File: config.mk
export PLATFORM = sky130hd
export DESIGN_NAME = tape_dev_ctrl
export DESIGN_NICKNAME = d
export VERILOG_FILES = /design/src/rtl/tape_dev_pkg.sv /design/src/rtl/tape_flush_timer.sv /design/src/rtl/tape_dev_ctrl.sv
export SDC_FILE = /design/constraint.sdc
export NUM_CORES = 1
export LEC_CHECK = 0
export ABC_AREA = 1
export CORE_ASPECT_RATIO = 0.7
export CORE_UTILIZATION = 37
export CTS_CLUSTER_DIAMETER = 60
export CTS_CLUSTER_SIZE = 16
export DETAILED_ROUTE_END_ITERATION = 8
export GPL_ROUTABILITY_DRIVEN = 0
export PLACE_DENSITY = 0.85
export RECOVER_POWER = 25
export SYNTH_ARGS = -nofsm -noshare
export SYNTH_HDL_FRONTEND = slang
export SYNTH_HIERARCHICAL = 1
export SYNTH_SLANG_ARGS = --single-unit
File: constraint.sdc
create_clock -name i_clk -period 1.5 [get_ports i_clk]
set_input_delay 0.3 -clock i_clk [delete_from_list [all_inputs] [get_ports i_clk]]
set_output_delay 0.3 -clock i_clk [all_outputs]
set_load 0.05 [all_outputs]
File: src/rtl/tape_dev_pkg.sv
// -----------------------------------------------------------------------------
// tape_dev_pkg
// Shared constants and types for the PC11-style tape register controller:
// bus/field widths, register indices, PRS/PPS bit positions, request-owner
// and arbiter-state encodings, and the engine request bundle.
// -----------------------------------------------------------------------------
package tape_dev_pkg;

    localparam int unsigned DATA_W = 16;
    localparam int unsigned ADDR_W = 2;
    localparam int unsigned BYTE_W = 8;
    localparam int unsigned ERR_W  = 4;

    // Register select (octal bus addresses 177550..177556)
    localparam logic [ADDR_W-1:0] REG_PRS = 2'd0;
    localparam logic [ADDR_W-1:0] REG_PRB = 2'd1;
    localparam logic [ADDR_W-1:0] REG_PPS = 2'd2;
    localparam logic [ADDR_W-1:0] REG_PPB = 2'd3;

    // Status register bit positions
    localparam int unsigned CSR_GO    = 0;   // PRS GO / PPS FLUSH (write-only)
    localparam int unsigned CSR_IE    = 6;
    localparam int unsigned CSR_DONE  = 7;   // PRS DONE / PPS READY
    localparam int unsigned PRS_BUSY  = 11;
    localparam int unsigned CSR_ERR   = 15;

    // Which function currently owns the engine
    typedef enum logic [1:0] {
        OWN_RD = 2'd0,
        OWN_PU = 2'd1,
        OWN_FL = 2'd2
    } owner_e;

    // Arbiter states
    typedef logic [1:0] arb_state_t;
    localparam arb_state_t A_IDLE = 2'd0;
    localparam arb_state_t A_REQ  = 2'd1;
    localparam arb_state_t A_BUSY = 2'd2;

    // Level requests presented to the tape engine
    typedef struct packed {
        logic rd;
        logic pu;
        logic fl;
        logic clr;
    } tape_req_t;

    // Engine acknowledge: reads answer with busy, punch/flush drop ready
    function automatic logic req_acked(owner_e own, logic read_busy, logic punch_ready);
        return (own == OWN_RD) ? read_busy : !punch_ready;
    endfunction

endpackage

File: src/rtl/tape_flush_timer.sv
// -----------------------------------------------------------------------------
// tape_flush_timer
// Punch-idle timer used for automatic flush of a partial punch block
// (instantiated only when TAPE_AUTOFLUSH_EN is defined).
// Ports:
//   clk_i, rst_ni : clock, async active-low reset
//   en_i          : count this cycle (engine idle, nothing pending)
//   clr_i         : restart from zero (no dirty data or punch/flush activity)
//   expire_o      : one-cycle registered pulse after CYCLES enabled cycles
// -----------------------------------------------------------------------------
module tape_flush_timer #(
    parameter int unsigned CYCLES = 1000
) (
    input  logic clk_i,
    input  logic rst_ni,
    input  logic en_i,
    input  logic clr_i,
    output logic expire_o
);

    localparam int unsigned CNT_W = (CYCLES < 2) ? 1 : $clog2(CYCLES + 1);

    logic [CNT_W-1:0] cnt_q, cnt_d;
    logic             expire_q, expire_d;

    // Count saturates at CYCLES so expiry fires only once per idle period
    always_comb begin
        cnt_d    = cnt_q;
        expire_d = 1'b0;
        if (clr_i) begin
            cnt_d = '0;
        end else if (en_i) begin
            if (cnt_q != CNT_W'(CYCLES)) begin
                cnt_d = cnt_q + CNT_W'(1);
            end
            expire_d = (cnt_q == CNT_W'(CYCLES - 1));
        end
    end

    always_ff @(posedge clk_i or negedge rst_ni) begin
        if (!rst_ni) begin
            cnt_q    <= '0;
            expire_q <= 1'b0;
        end else begin
            cnt_q    <= cnt_d;
            expire_q <= expire_d;
        end
    end

    assign expire_o = expire_q;

endmodule

File: src/rtl/tape_dev_ctrl.sv
// -----------------------------------------------------------------------------
// tape_dev_ctrl
// PC11-style paper tape reader/punch register block (PRS/PRB/PPS/PPB) that
// queues read, punch and flush work and sequences the shared SD tape engine
// one request at a time. Optional automatic flush of a partial punch block
// after an idle timeout when TAPE_AUTOFLUSH_EN is defined.
// Ports:
//   i_clk, i_reset_n            : clock, async active-low reset
//   i_bus_wr/i_bus_rd           : one-cycle register write/read strobes
//   i_bus_addr, i_bus_wdata     : register select and write data
//   o_bus_rdata                 : combinational read data
//   o_tape_read/punch/flush     : registered level requests to the engine
//   o_tape_clear_done           : registered one-cycle done-clear pulse
//   o_tape_punch_data           : latched PPB byte
//   i_tape_read_busy/done       : engine reader status
//   i_tape_punch_ready          : engine idle / ready for punch
//   i_tape_read_data            : engine read byte
//   i_sd_error                  : engine error code, nonzero = failed
//   o_irq_pr, o_irq_pp          : level interrupt requests
// -----------------------------------------------------------------------------
module tape_dev_ctrl
    import tape_dev_pkg::*;
#(
    parameter int unsigned SYS_FRQ  = 27_000_000,
    parameter int unsigned FLUSH_MS = 1000
) (
    input  logic              i_clk,
    input  logic              i_reset_n,
    input  logic              i_bus_wr,
    input  logic              i_bus_rd,
    input  logic [1:0]        i_bus_addr,
    input  logic [15:0]       i_bus_wdata,
    output logic [15:0]       o_bus_rdata,
    output logic              o_tape_read,
    output logic              o_tape_punch,
    output logic              o_tape_flush,
    output logic              o_tape_clear_done,
    output logic [7:0]        o_tape_punch_data,
    input  logic              i_tape_read_busy,
    input  logic              i_tape_read_done,
    input  logic              i_tape_punch_ready,
    input  logic [7:0]        i_tape_read_data,
    input  logic [3:0]        i_sd_error,
    output logic              o_irq_pr,
    output logic              o_irq_pp
);

    logic              pr_ie_q, pr_ie_d;
    logic              pp_ie_q, pp_ie_d;
    logic              read_pend_q, read_pend_d;
    logic              punch_pend_q, punch_pend_d;
    logic              flush_pend_q, flush_pend_d;
    logic              clr_pend_q, clr_pend_d;
    arb_state_t        state_q, state_d;
    owner_e            owner_q, owner_d;
    logic [BYTE_W-1:0] punch_data_q, punch_data_d;
    tape_req_t         req_q, req_d;

    logic err_c;
    logic rd_owned_c;
    logic pp_owned_c;
    logic prs_busy_c;
    logic pps_ready_c;
    logic wr_prs_c, wr_pps_c, wr_ppb_c, rd_prb_c;
    logic go_c;
    logic flush_expire_c;

    // Status derived from queue and ownership
    assign err_c       = (i_sd_error != '0);
    assign rd_owned_c  = (state_q != A_IDLE) && (owner_q == OWN_RD);
    assign pp_owned_c  = (state_q != A_IDLE) && (owner_q != OWN_RD);
    assign prs_busy_c  = read_pend_q || rd_owned_c;
    assign pps_ready_c = !(punch_pend_q || flush_pend_q || pp_owned_c) && i_tape_punch_ready;

    // Bus strobe decode
    assign wr_prs_c = i_bus_wr && (i_bus_addr == REG_PRS);
    assign wr_pps_c = i_bus_wr && (i_bus_addr == REG_PPS);
    assign wr_ppb_c = i_bus_wr && (i_bus_addr == REG_PPB);
    assign rd_prb_c = i_bus_rd && (i_bus_addr == REG_PRB);
    assign go_c     = wr_prs_c && i_bus_wdata[CSR_GO] && !err_c && !prs_busy_c;

`ifdef TAPE_AUTOFLUSH_EN
    localparam int unsigned FLUSH_CYCLES = (SYS_FRQ / 1000) * FLUSH_MS;

    logic dirty_q, dirty_d;
    logic timer_en_c, timer_clr_c;

    // Idle timer runs only while unflushed punch data sits in the engine
    assign timer_en_c  = (state_q == A_IDLE) &&
                         !(read_pend_q || punch_pend_q || flush_pend_q || clr_pend_q);
    assign timer_clr_c = !dirty_q || punch_pend_q || flush_pend_q || pp_owned_c;

    tape_flush_timer #(
        .CYCLES (FLUSH_CYCLES)
    ) u_flush_timer (
        .clk_i    (i_clk),
        .rst_ni   (i_reset_n),
        .en_i     (timer_en_c),
        .clr_i    (timer_clr_c),
        .expire_o (flush_expire_c)
    );
`else
    localparam int unsigned CFG_UNUSED = SYS_FRQ ^ FLUSH_MS;
    assign flush_expire_c = 1'b0;
`endif

    // Next-state: arbiter first, then bus/timer sets so a same-cycle set wins
    always_comb begin
        pr_ie_d      = pr_ie_q;
        pp_ie_d      = pp_ie_q;
        read_pend_d  = read_pend_q;
        punch_pend_d = punch_pend_q;
        flush_pend_d = flush_pend_q;
        clr_pend_d   = clr_pend_q;
        state_d      = state_q;
        owner_d      = owner_q;
        punch_data_d = punch_data_q;
        req_d        = '0;
`ifdef TAPE_AUTOFLUSH_EN
        dirty_d      = dirty_q;
`endif

        case (state_q)
            A_IDLE: begin
                if (clr_pend_q && !i_tape_read_busy) begin
                    req_d.clr  = 1'b1;
                    clr_pend_d = 1'b0;
                end else if (!err_c) begin
                    if (read_pend_q) begin
                        owner_d     = OWN_RD;
                        read_pend_d = 1'b0;
                        state_d     = A_REQ;
                    end else if (punch_pend_q) begin
                        owner_d      = OWN_PU;
                        punch_pend_d = 1'b0;
                        state_d      = A_REQ;
                    end else if (flush_pend_q) begin
                        owner_d      = OWN_FL;
                        flush_pend_d = 1'b0;
                        state_d      = A_REQ;
`ifdef TAPE_AUTOFLUSH_EN
                        dirty_d      = 1'b0;
`endif
                    end
                end
            end
            A_REQ: begin
                if (req_acked(owner_q, i_tape_read_busy, i_tape_punch_ready)) begin
                    state_d = A_BUSY;
                end
            end
            A_BUSY: begin
                if (i_tape_punch_ready) begin
                    state_d = A_IDLE;
`ifdef TAPE_AUTOFLUSH_EN
                    if (owner_q == OWN_PU) begin
                        dirty_d = 1'b1;
                    end
`endif
                end
            end
            default: begin
                state_d = A_IDLE;
            end
        endcase

        // Request levels follow the registered state so they assert on the grant edge
        req_d.rd = (state_d == A_REQ) && (owner_d == OWN_RD);
        req_d.pu = (state_d == A_REQ) && (owner_d == OWN_PU);
        req_d.fl = (state_d == A_REQ) && (owner_d == OWN_FL);

        if (wr_prs_c) begin
            pr_ie_d = i_bus_wdata[CSR_IE];
        end
        if (go_c) begin
            read_pend_d = 1'b1;
            clr_pend_d  = 1'b1;
        end
        if (rd_prb_c) begin
            clr_pend_d = 1'b1;
        end
        if (wr_pps_c) begin
            pp_ie_d = i_bus_wdata[CSR_IE];
            if (i_bus_wdata[CSR_GO]) begin
                flush_pend_d = 1'b1;
            end
        end
        if (wr_ppb_c && pps_ready_c) begin
            punch_data_d = i_bus_wdata[BYTE_W-1:0];
            punch_pend_d = 1'b1;
        end
        if (flush_expire_c) begin
            flush_pend_d = 1'b1;
        end
    end

    always_ff @(posedge i_clk or negedge i_reset_n) begin
        if (!i_reset_n) begin
            pr_ie_q      <= 1'b0;
            pp_ie_q      <= 1'b0;
            read_pend_q  <= 1'b0;
            punch_pend_q <= 1'b0;
            flush_pend_q <= 1'b0;
            clr_pend_q   <= 1'b0;
            state_q      <= A_IDLE;
            owner_q      <= OWN_RD;
            punch_data_q <= '0;
            req_q        <= '0;
`ifdef TAPE_AUTOFLUSH_EN
            dirty_q      <= 1'b0;
`endif
        end else begin
            pr_ie_q      <= pr_ie_d;
            pp_ie_q      <= pp_ie_d;
            read_pend_q  <= read_pend_d;
            punch_pend_q <= punch_pend_d;
            flush_pend_q <= flush_pend_d;
            clr_pend_q   <= clr_pend_d;
            state_q      <= state_d;
            owner_q      <= owner_d;
            punch_data_q <= punch_data_d;
            req_q        <= req_d;
`ifdef TAPE_AUTOFLUSH_EN
            dirty_q      <= dirty_d;
`endif
        end
    end

    // Register read mux
    always_comb begin
        o_bus_rdata = '0;
        case (i_bus_addr)
            REG_PRS: begin
                o_bus_rdata[CSR_IE]   = pr_ie_q;
                o_bus_rdata[CSR_DONE] = i_tape_read_done;
                o_bus_rdata[PRS_BUSY] = prs_busy_c;
                o_bus_rdata[CSR_ERR]  = err_c;
            end
            REG_PRB: begin
                o_bus_rdata = {8'h00, i_tape_read_data};
            end
            REG_PPS: begin
                o_bus_rdata[CSR_IE]   = pp_ie_q;
                o_bus_rdata[CSR_DONE] = pps_ready_c;
                o_bus_rdata[CSR_ERR]  = err_c;
            end
            default: begin
                o_bus_rdata = '0;
            end
        endcase
    end

    assign o_tape_read       = req_q.rd;
    assign o_tape_punch      = req_q.pu;
    assign o_tape_flush      = req_q.fl;
    assign o_tape_clear_done = req_q.clr;
    assign o_tape_punch_data = punch_data_q;

    // Level interrupts track the live flags so raising IE fires immediately
    assign o_irq_pr = pr_ie_q && i_tape_read_done;
    assign o_irq_pp = pp_ie_q && pps_ready_c;

    logic unused_c;
    assign unused_c = &{1'b0, i_bus_wdata[15:8]};

endmodule

# ---- After elaboration in Yosys (flattened, before gate mapping)
# Cells that the tools add are included.
dict set report totals {
  romBits 0
  n_memories 0
  latchBits 0
  ff_bits 22
  ram_bits 0
  word_cells 107
  input_bits 37
}
dict set report classes {
  reduce_logical 40
  order_cmp 0
  eq_ne 13
  mux 41
  n_addsub 0
  bitwise_logic 0
  n_mul 0
  shift 0
  div_mod_pow 0
}
# operator n
set ops {}
lappend ops {{two-way mux 2 bit} 13}
lappend ops {{two-way mux 1 bit} 25}
lappend ops {{logical AND 1 bit} 17}
lappend ops {{case mux 2 bit (3 select lines)} 2}
lappend ops {{equality test 2 x 1 -> 1 bit (second input constant)} 4}
lappend ops {{equality test 2 bit (second input constant)} 4}
lappend ops {{logical NOT 2 bit} 4}
lappend ops {{!= test 2 x 1 -> 1 bit (second input constant)} 4}
lappend ops {{nonzero test 2 bit} 4}
lappend ops {{two-way mux 6 bit} 1}
lappend ops {{nonzero test 3 bit} 2}
lappend ops {{logical NOT 1 bit} 5}
lappend ops {{AND reduction 4 bit} 1}
lappend ops {{nonzero test 4 bit} 1}
lappend ops {{logical OR 1 bit} 3}
lappend ops {{AND reduction 3 bit} 1}
lappend ops {{!= test 2 bit (second input constant)} 1}
lappend ops {{AND reduction 2 bit} 1}
lappend ops {{OR reduction 2 bit} 1}

# ---- Longest topological paths before layout
# Gate-level depths: netlist of run 1.
dict set report depth {
  word_depth 8
  depth_mapped 9
  depth_no_buf 9
}

# ---- Least setup slack after synthesis of run 1
# OpenSTA, ideal clock, no wires.
dict set report synth_path {
  kind {register -> output}
  start {register flush_pend_q}
  end {output port o_bus_rdata[7]}
  n_path_buf 0
  slack_ns -0.207
  t_arrival_ns 1.407
  stages_incl_launch_ff 5
  cell_sequence {dfrtp_1 > or2_4 > nor3_4 > nand3_1 > nand3_1}
}
dict set report synth_between {
  elab_chain_len 5
}
# element line
set synth_rtl {}
lappend synth_rtl {{start: declaration} tape_dev_ctrl.sv:52} ;# logic flush_pend_q, flush_pend_d;
lappend synth_rtl {{start signal: assignment} tape_dev_ctrl.sv:217} ;# flush_pend_q <= flush_pend_d;
lappend synth_rtl {{logical OR 1 bit (2 in a row)} tape_dev_ctrl.sv:73} ;# assign pps_ready_c = !(punch_pend_q || flush_pend_q || pp_owned_c) && i_tape_punch_ready;
lappend synth_rtl {{logical NOT 1 bit} tape_dev_ctrl.sv:73}
lappend synth_rtl {{logical AND 1 bit} tape_dev_ctrl.sv:73}
lappend synth_rtl {{case mux 2 bit (3 select lines)} tape_dev_ctrl.sv:232} ;# case (i_bus_addr)
lappend synth_rtl {{end: declaration} tape_dev_ctrl.sv:33} ;# output logic [15:0] o_bus_rdata,
# Every way passes these cells.

# ---- Final worst setup path of run 1
dict set report layout_path {
  start {register owner_q[1]}
  end {output port o_bus_rdata[7]}
}
dict set report layout_between {
  elab_chain_len 6
}
# element line
set layout_rtl {}
lappend layout_rtl {{start: declaration} tape_dev_ctrl.sv:55} ;# owner_e owner_q, owner_d;
lappend layout_rtl {{start signal: assignment} tape_dev_ctrl.sv:220} ;# owner_q <= owner_d;
lappend layout_rtl {{nonzero test 2 bit} tape_dev_ctrl.sv:71} ;# assign pp_owned_c = (state_q != A_IDLE) && (owner_q != OWN_RD);
lappend layout_rtl {{logical AND 1 bit} tape_dev_ctrl.sv:71}
lappend layout_rtl {{logical OR 1 bit} tape_dev_ctrl.sv:73}
lappend layout_rtl {{logical NOT 1 bit} tape_dev_ctrl.sv:73}
lappend layout_rtl {{logical AND 1 bit} tape_dev_ctrl.sv:73}
lappend layout_rtl {{case mux 2 bit (3 select lines)} tape_dev_ctrl.sv:232}
# Every way passes these cells.

==> flow_summary.yaml, run 1 <==
outcome:
  outcome: "finished with violations"
  violations: "negative setup slack"
synth:
  synth_seq_cells: 22
  synth_seq_area_share_pct: 47.77
  synthesis.area_mm2: 0.001152
  yosysUniqueCellTypes: 22
  yosys_warnings: 6
  postSynthCellCount: 151
  avgSynthCellArea_um2: 7.631
worst_setup_path:
  critical_path_buf_inv_count: 1
  worstSetupPathType: "flop to output port"
  crit_family: "simple AND/OR/NAND/NOR gates"
  slowest_delay_ps: 410
  crit_arrival_ps: 1500
  critPathSlowestCell: "dfrtp_1"
  critPathMaxFanout: 3
  endpoint_kind: "output port"
  crit_required_ps: 1200
  startpoint_type: "flop"
  path_cells: "nor2_2 -> nor2_2 -> nor3_4 -> nand3_2 -> nand3_2 -> buf_12"
timing:
  skew_ps: 5.857
  rsz0062_at_grt: "yes"
  holdWs_ps: 533.6
  setup_slack_ps: -303.2
  setup_viol: 5
  hold_violations: 0
  fin_setup_tns_ps: -874.3
  fin_crit_ps: 1803
  max_freq_ghz: 0.5546
  fin_crit_sh_pct: 120.2
  worstMarginPinSlew_ps: 547.1
  drv_slew: 0
  relSlewSlack_pct: 63.52
placed_design:
  dpl.hpwl_um: 2530
  io_buffers: 52
  dpl-instance-area_mm2: 0.002049
clocking:
  cts.reportedPaths.clkPinSlew_ps: 80
  root_buffer: "clkbuf_8"
  cts_made_buffers: 3
  cts_sinks: 22
  ctsHtreeMaxLevel: 1
  clk_latency_ps: 260
  cts_tree: "done"
  cts_buffer_depth: 2
worst_hold_path:
  worstHoldPathType: "input pin to flop"
final_layout:
  largest_reg_flops: 8
  layout.nets: 268
  fin_area_mm2: 0.002315
  drive_gt1_share_pct: 39.13
  area_growth_pct: 100.9
  num-fill-cells: 180
  diodes: 0
global_route:
  track_usage_pct: 24.95
  antenna_found_initial: 0
  grt_pass1_vias: 1346
  grt_overflow_total: 0
  grt_pass1_wl_um: 6092
  grt_max_degree: 23
floorplan:
  die_h_um: 48.69
  die_area_mm2: 0.003345
  die_x_um: 68.70
  rows: 16
  initial_core_util_pct: 39.97
  ios: 67
  core-area_mm2: 0.002883
power_and_ir_drop:
  ir_drop_mv: 1.270
  p_clk_share_pct: 16.6
  power_density_mw_per_mm2: 1445
  p_seq_share_pct: 27.9
  leakage_nw: 1.132
  p_int_mw: 1.985
  combPwrFrac_pct: 55.5
  switching_share_pct: 40.67
  switchingPower_mw: 1.361
detailed_routing:
  dr.pass1.iters: 4
  wl_met2_um: 2107
  met3_length_um: 230
  drtIter0Drc: 59
  wl_um: 3900
  ant_nets: 0
  drc: 0
  met1Wirelength_um: 1456
  viasPerCell: 4.782
  wire_per_inst_um: 14.66
  num_vias: 1272
  highest_layer: "met4"
flow_run:
  max-cap-violations: 0
## path summary, 6_finish.rpt
check | start | endpoint | slack (ps) | cells past startpoint
min reg2reg | o_tape_punch_data[1] | o_tape_punch_data[1] | 540 | 2
max | owner_q[1] | o_bus_rdata[7] | -300 | 6
max in group asynchronous | i_reset_n | owner_q[0] | 590 | 2
min in group asynchronous | i_reset_n | punch_pend_q | 550 | 2
min | i_bus_addr[1] | o_tape_punch_data[6] | 530 | 5
max reg2reg | state_q[0] | o_tape_flush | -50 | 9
## cells in the mapped netlist
master / n / area [um^2]
o31ai_1: 1 / 7.510
nand2_2: 2 / 12.51
conb_1: 1 / 3.750
and2_2: 1 / 7.510
or2_2: 1 / 6.260
o21ai_2: 2 / 17.52
nor2_1: 22 / 82.58
or2_4: 1 / 8.760
nor3_4: 1 / 16.27
o21ai_0: 8 / 40.04
inv_1: 24 / 90.09
nand4_1: 1 / 6.260
nand2_1: 36 / 135.1
dfrtp_1: 22 / 550.5
o21bai_1: 1 / 7.510
buf_4: 6 / 45.04
nor3_1: 1 / 5.000
a21oi_1: 3 / 15.01
nand3_1: 14 / 70.07
nand3b_1: 1 / 7.510
buf_6: 1 / 11.26
nor2_2: 1 / 6.260
## layout make-up
| cell class | count | area, um^2 | area share (%) |
|---|---|---|---|
| Inverter | 24 | 95.09 | 4.108 |
| Clock buffer | 3 | 41.29 | 1.784 |
| Clock inverter | 1 | 30.03 | 1.297 |
| Tap cell | 36 | 45.04 | 1.946 |
| Timing Repair Buffer | 77 | 938.4 | 40.54 |
| Sequential cell | 22 | 550.5 | 23.78 |
| Multi-Input combinational cell | 103 | 614.3 | 26.54 |
## through the flow
stage	instances	worst slack, ps	utilization [%]	power (mW)
2_1_floorplan	156	-96.46	-	1.688
3_3_place_gp	253	-318.2	71.09	2.475
3_5_place_dp	253	-372.6	71.09	2.520
4_1_cts	263	-249.2	77.60	3.176
5_1_grt	266	-367.5	80.30	3.500
6_report	266	-303.2	80.30	3.346
## power groups by stage
stage	sequential [mW]	clock, mW	combinational (mW)
final	0.933	0.556	1.86
after global routing	0.950	0.595	1.95
after CTS	0.918	0.564	1.69
after detailed placement	0.921	0	1.60
after global placement	0.915	0	1.56
after floorplan	1.20	0	0.493
## layer usage
layer  vias up  global-route usage [%]
li1        611                       -
met1       596                   28.96
met2        53                   43.14
met3        12                   7.783
met4         0                   7.483
met5         -                       0
## logic make-up after synthesis
family,share of synthesized area (%)
flip-flops,47.77
other,0.3254
AO/OA/AOI/OAI,7.601
buffers and inverters,12.70
AND/OR/NAND/NOR,31.60
## layout by cell type (no fill, tap or decap), types with 3 or more instances in the layout
master,count
nand3_2,4
dfrtp_1,22
inv_1,20
nor2_1,10
nand2_1,33
dlygate4sd2_1,4
conb_1,6
nand2_2,3
nor2_2,5
buf_12,24
nand3_1,10
nor2_4,8
clkdlybuf4s50_1,21
clkbuf_8,3
o21ai_0,6
buf_4,22
## tightest hold or removal path, stage by stage
cell,delay (ps)
clkbuf_2,130
nand2_1,70
nor2_1,90
nand2_8,130
o21ai_2,50
## what timing repair did
action / in CTS / in global routing
setup buffers: 6 / 4
hold buffers: 0 / 0
pin swaps: 10 / 5
setup endpoints to repair: 11 / 22
resized for setup: 34 / 21
No activity file was read; power rests on OpenSTA's default activity.
==> run 2: changes to the inputs <==
Settings changed: CORE_UTILIZATION 37 to 39, CTS_BUF_LIST set to sky130_fd_sc_hd__clkbuf_2, PLACE_DENSITY 0.85 to 0.88.
==> flow_summary.yaml, run 2 (synthesized netlist as in run 1, its figures left out) <==
power_and_ir_drop:
  ir_drop_mv: 0.9285
  leakage_nw: 1.097
  p_clk_share_pct: 8.0
  combPwrFrac_pct: 60.4
  p_seq_share_pct: 31.6
  p_int_mw: 1.663
  switchingPower_mw: 1.308
  power_density_mw_per_mm2: 1333
  switching_share_pct: 44.03
  total_power_mw: 2.971
clocking:
  cts_tree: "done"
  cts.reportedPaths.clkPinSlew_ps: 210
  cts_buffer_depth: 2
  ctsHtreeMaxLevel: 1
  cts_sinks: 22
  root_buffer: "clkbuf_2"
  cts_made_buffers: 3
  clk_latency_ps: 330
global_route:
  grt_pass1_wl_um: 4885
  track_usage_pct: 21.80
  grt_overflow_total: 0
  antenna_found_initial: 0
  grt_max_degree: 23
  grt_pass1_vias: 1101
final_layout:
  num-fill-cells: 182
  instances_no_fill: 263
  diodes: 0
  fin_area_mm2: 0.002228
  layout.nets: 265
  area_growth_pct: 93.38
  final_cell_mix: "nand2_1 (33), buf_12 (24), dfrtp_1 (22)"
  largest_reg_flops: 8
  drive_gt1_share_pct: 37.44
  layout_commonest_cell: "nand2_1"
outcome:
  violations: "negative setup slack"
  outcome: "finished with violations"
detailed_routing:
  drtIter0Drc: 44
  dr.pass1.iters: 4
  viasPerCell: 4.567
  num_vias: 1201
  ant_nets: 0
  wire_per_inst_um: 13.06
  wl_um: 3435
  drc: 0
floorplan:
  rows: 16
  die_x_um: 66.97
  die_area_mm2: 0.003180
  initial_core_util_pct: 41.12
  ios: 67
  core-area_mm2: 0.002803
  die_h_um: 47.48
timing:
  fin_setup_tns_ps: -997.1
  skew_ps: 11.66
  setup_viol: 3
  fin_crit_sh_pct: 125.7
  max_freq_ghz: 0.5302
  relSlewSlack_pct: 63.51
  worstMarginPinSlew_ps: 547.3
  hold_violations: 0
  rsz0062_at_grt: "yes"
  drv_slew: 0
  fin_crit_ps: 1886
  setup_slack_ps: -386.2
worst_setup_path:
  critical_path_buf_inv_count: 1
  slowest_delay_ps: 420
  crit_family: "simple AND/OR/NAND/NOR gates"
  cpMostUsedCell: "nand3_2"
  critPathSlowestCell: "dfrtp_1"
  endpoint_kind: "output port"
  crit_arrival_ps: 1590
  worstSetupPathType: "flop to output port"
  startpoint_type: "flop"
  critPathMaxFanout: 3
  path_cells: "or2_4 -> nor3_4 -> nand3_2 -> nand3_2 -> buf_12"
  crit_required_ps: 1200
placed_design:
  dpl-instance-area_mm2: 0.002049
  dpl.hpwl_um: 2429
  place_ws_ps: -319.5
  post-place-cells: 253
  io_buffers: 52
flow_run:
  max-cap-violations: 0
worst_hold_path:
  worstHoldPathType: "input pin to asynchronous set/reset pin"
## run 2: layout make-up
cell class / instances / area (um^2) / area share (%)
repair buffers: 74 / 912.1 / 40.93
multi-input cells: 103 / 606.8 / 27.23
flip-flops and latches: 22 / 550.5 / 24.71
inverters: 24 / 95.09 / 4.267
well taps: 36 / 45.04 / 2.021
clock buffers: 3 / 15.01 / 0.6738
clock inverters: 1 / 3.754 / 0.1684
## run 2: routing by layer
layer	track usage, %	share of wire [%]	up-vias	routed length [um]
li1	-	-	611	-
met1	26.83	39	549	1350
met2	37.37	53	33	1811
met3	8.095	6.0	8	207
met4	5.106	1.9	0	65
met5	0	0	-	0
## run 2: timing repair
item,CTS,global route
hold buffers,0,0
pin swaps,10,10
resized for setup,30,21
endpoints found under the setup margin,14,23
buffers inserted,4,4
## run 2: per-stage QoR
step	utilization, %	hold slack (ps)
after floorplan	-	4.409
after global placement	73.13	487.8
after detailed placement	73.13	509.7
after CTS	76.92	278.9
after global routing	79.51	438.9
final	79.51	448.5
## run 2: power by group through the flow
stage                     clock (mW)  sequential (mW)  combinational, mW
after floorplan                    0             1.20              0.493
after global placement             0            0.920               1.56
after detailed placement           0            0.934               1.60
after CTS                      0.241            0.933               1.68
after global routing           0.279            0.954               1.90
final                          0.237            0.938               1.80
## run 2: path summary, 6_finish.rpt
| kind | from | end | slack (ps) | depth (start not counted) |
|---|---|---|---|---|
| worst max-delay path | punch_pend_q | o_bus_rdata[7] | -390 | 5 |
| worst min-delay path | i_reset_n | flush_pend_q | 450 | 2 |
| worst max register to register | state_q[1] | o_tape_flush | 20 | 9 |
| worst min register to register | o_tape_punch_data[3] | o_tape_punch_data[3] | 560 | 2 |
| max in group asynchronous | i_reset_n | read_pend_q | 690 | 2 |
| min in group i_clk | i_bus_addr[1] | o_tape_punch_data[6] | 450 | 5 |
==> run 3: changes to the inputs <==
Settings changed: CAP_MARGIN set to 20, CELL_PAD_IN_SITES_DETAIL_PLACEMENT set to 0, CELL_PAD_IN_SITES_GLOBAL_PLACEMENT set to 1, CORE_UTILIZATION 39 to 26, PLACE_DENSITY 0.88 to 0.87.
==> flow_summary.yaml, run 3 (synthesized netlist as in run 1, its figures left out) <==
power_and_ir_drop:
  leakage_nw: 1.081
  total_power_mw: 2.854
  power_density_mw_per_mm2: 1280
  p_clk_share_pct: 8.2
  p_seq_share_pct: 32.2
  ir_drop_mv: 0.7836
  combPwrFrac_pct: 59.7
  switching_share_pct: 43.45
  switchingPower_mw: 1.240
  p_int_mw: 1.614
global_route:
  busiest_layer: "met1"
  grt_pass1_vias: 1105
  grt_use_met1_pct: 20.08
  grt_pass1_wl_um: 4974
  grt_overflow_total: 0
  track_usage_pct: 13.71
  met3_usage_pct: 4.567
  grt_max_degree: 23
  antenna_found_initial: 0
  gr-usage-met2_pct: 19.88
final_layout:
  layout_commonest_cell: "nand2_1"
  final_cell_mix: "nand2_1 (36), buf_12 (24), dfrtp_1 (22)"
  num-fill-cells: 375
  instances_no_fill: 276
  seq_area_um2: 550.5
  largest_reg_flops: 8
  diodes: 0
  fin_area_mm2: 0.002230
  fin_util_pct: 54.53
  area_growth_pct: 93.49
  multi_input_area_um2: 616.8
  drive_gt1_share_pct: 35.71
  layout.nets: 262
detailed_routing:
  ant_nets: 0
  viasPerCell: 4.210
  wl_um: 3119
  wire_per_inst_um: 11.30
  drtIter0Drc: 34
  dr.pass1.iters: 4
  drc: 0
  num_vias: 1162
timing:
  fin_setup_tns_ps: -896.4
  max_freq_ghz: 0.5415
  holdWs_ps: 455.9
  fin_crit_ps: 1847
  drv_slew: 0
  worstMarginPinSlew_ps: 552.4
  skew_ps: 13.73
  rsz0062_at_grt: "yes"
  setup_viol: 3
  fin_crit_sh_pct: 123.1
  hold_violations: 0
  setup_slack_ps: -346.8
  relSlewSlack_pct: 63.17
floorplan:
  initial_core_util_pct: 28.18
  die_x_um: 81.57
  core-area_mm2: 0.004089
  ios: 67
  rows: 19
  die_h_um: 57.70
  die_area_mm2: 0.004707
worst_setup_path:
  critPathMaxFanout: 3
  crit_required_ps: 1200
  worstSetupPathType: "flop to output port"
  crit_arrival_ps: 1550
  startpoint_type: "flop"
  reg2reg_setup_slack_ps: 30
  endpoint_kind: "output port"
outcome:
  outcome: "finished with violations"
  violations: "negative setup slack"
clocking:
  cts_buffer_depth: 2
  cts.reportedPaths.clkPinSlew_ps: 210
  cts_made_buffers: 3
  cts_tree: "done"
  clk_latency_ps: 320
  cts_sinks: 22
  root_buffer: "clkbuf_2"
  ctsHtreeMaxLevel: 1
placed_design:
  post-place-cells: 267
  dpl.hpwl_um: 2427
  io_buffers: 52
  dpl-instance-area_mm2: 0.002054
  place_ws_ps: -306.4
worst_hold_path:
  worstHoldPathType: "input pin to asynchronous set/reset pin"
flow_run:
  max-cap-violations: 0
## run 3: cell count changes in the layout (fill, tap and decap cells not counted), sizes merged
cell,before,now
clkbuf,5,6
buf,46,42
## run 3: layer usage
| metal | wire length (um) | vias to the layer above |
|---|---|---|
| li1 | - | 600 |
| met2 | 1374 | 37 |
| met1 | 1534 | 523 |
| met5 | 0 | - |
| met3 | 191 | 2 |
| met4 | 18 | 0 |
## run 3: final timing paths
| kind | startpoint | endpoint | cells past startpoint |
|---|---|---|---|
| max | flush_pend_q | o_bus_rdata[7] | 5 |
| min in group i_clk | i_bus_addr[1] | flush_pend_q | 4 |
| max in group asynchronous | i_reset_n | clr_pend_q | 2 |
| min | i_reset_n | state_q[0] | 2 |
| min reg2reg | o_tape_punch_data[1] | o_tape_punch_data[1] | 2 |
| max reg2reg | flush_pend_q | o_tape_punch_data[6] | 6 |
## run 3: critical path, stage by stage, from the launching register on
cell and delay [ps]:
dfrtp_1 430, or2_4 260, nor3_4 210, nand3_2 100, nand3_2 90, buf_12 140
## run 3: repair_timing
item | CTS | global route
pin swaps | 9 | 4
gates cloned | 0 | 0
endpoints found under the hold margin | 0 | 0
buffers inserted | 4 | 3
resized for setup | 20 | 27
setup endpoints to repair | 18 | 20
hold buffers | 0 | 0
## run 3: power groups by stage
stage | Sequential (mW) | Combinational [mW] | Clock [mW]
CTS | 0.917 | 1.61 | 0.246
global placement | 0.918 | 1.54 | 0
global route | 0.936 | 1.81 | 0.277
detailed placement | 0.925 | 1.56 | 0
floorplan | 1.20 | 0.493 | 0
finish | 0.918 | 1.70 | 0.233
## run 3: final cells by class
type	instances	area share [%]
clock buffer	3	0.6734
clock inverter	1	0.1684
inverter	24	4.153
multi-input combinational	103	27.67
sequential	22	24.69
tap	52	2.918
timing repair buffer	71	39.73
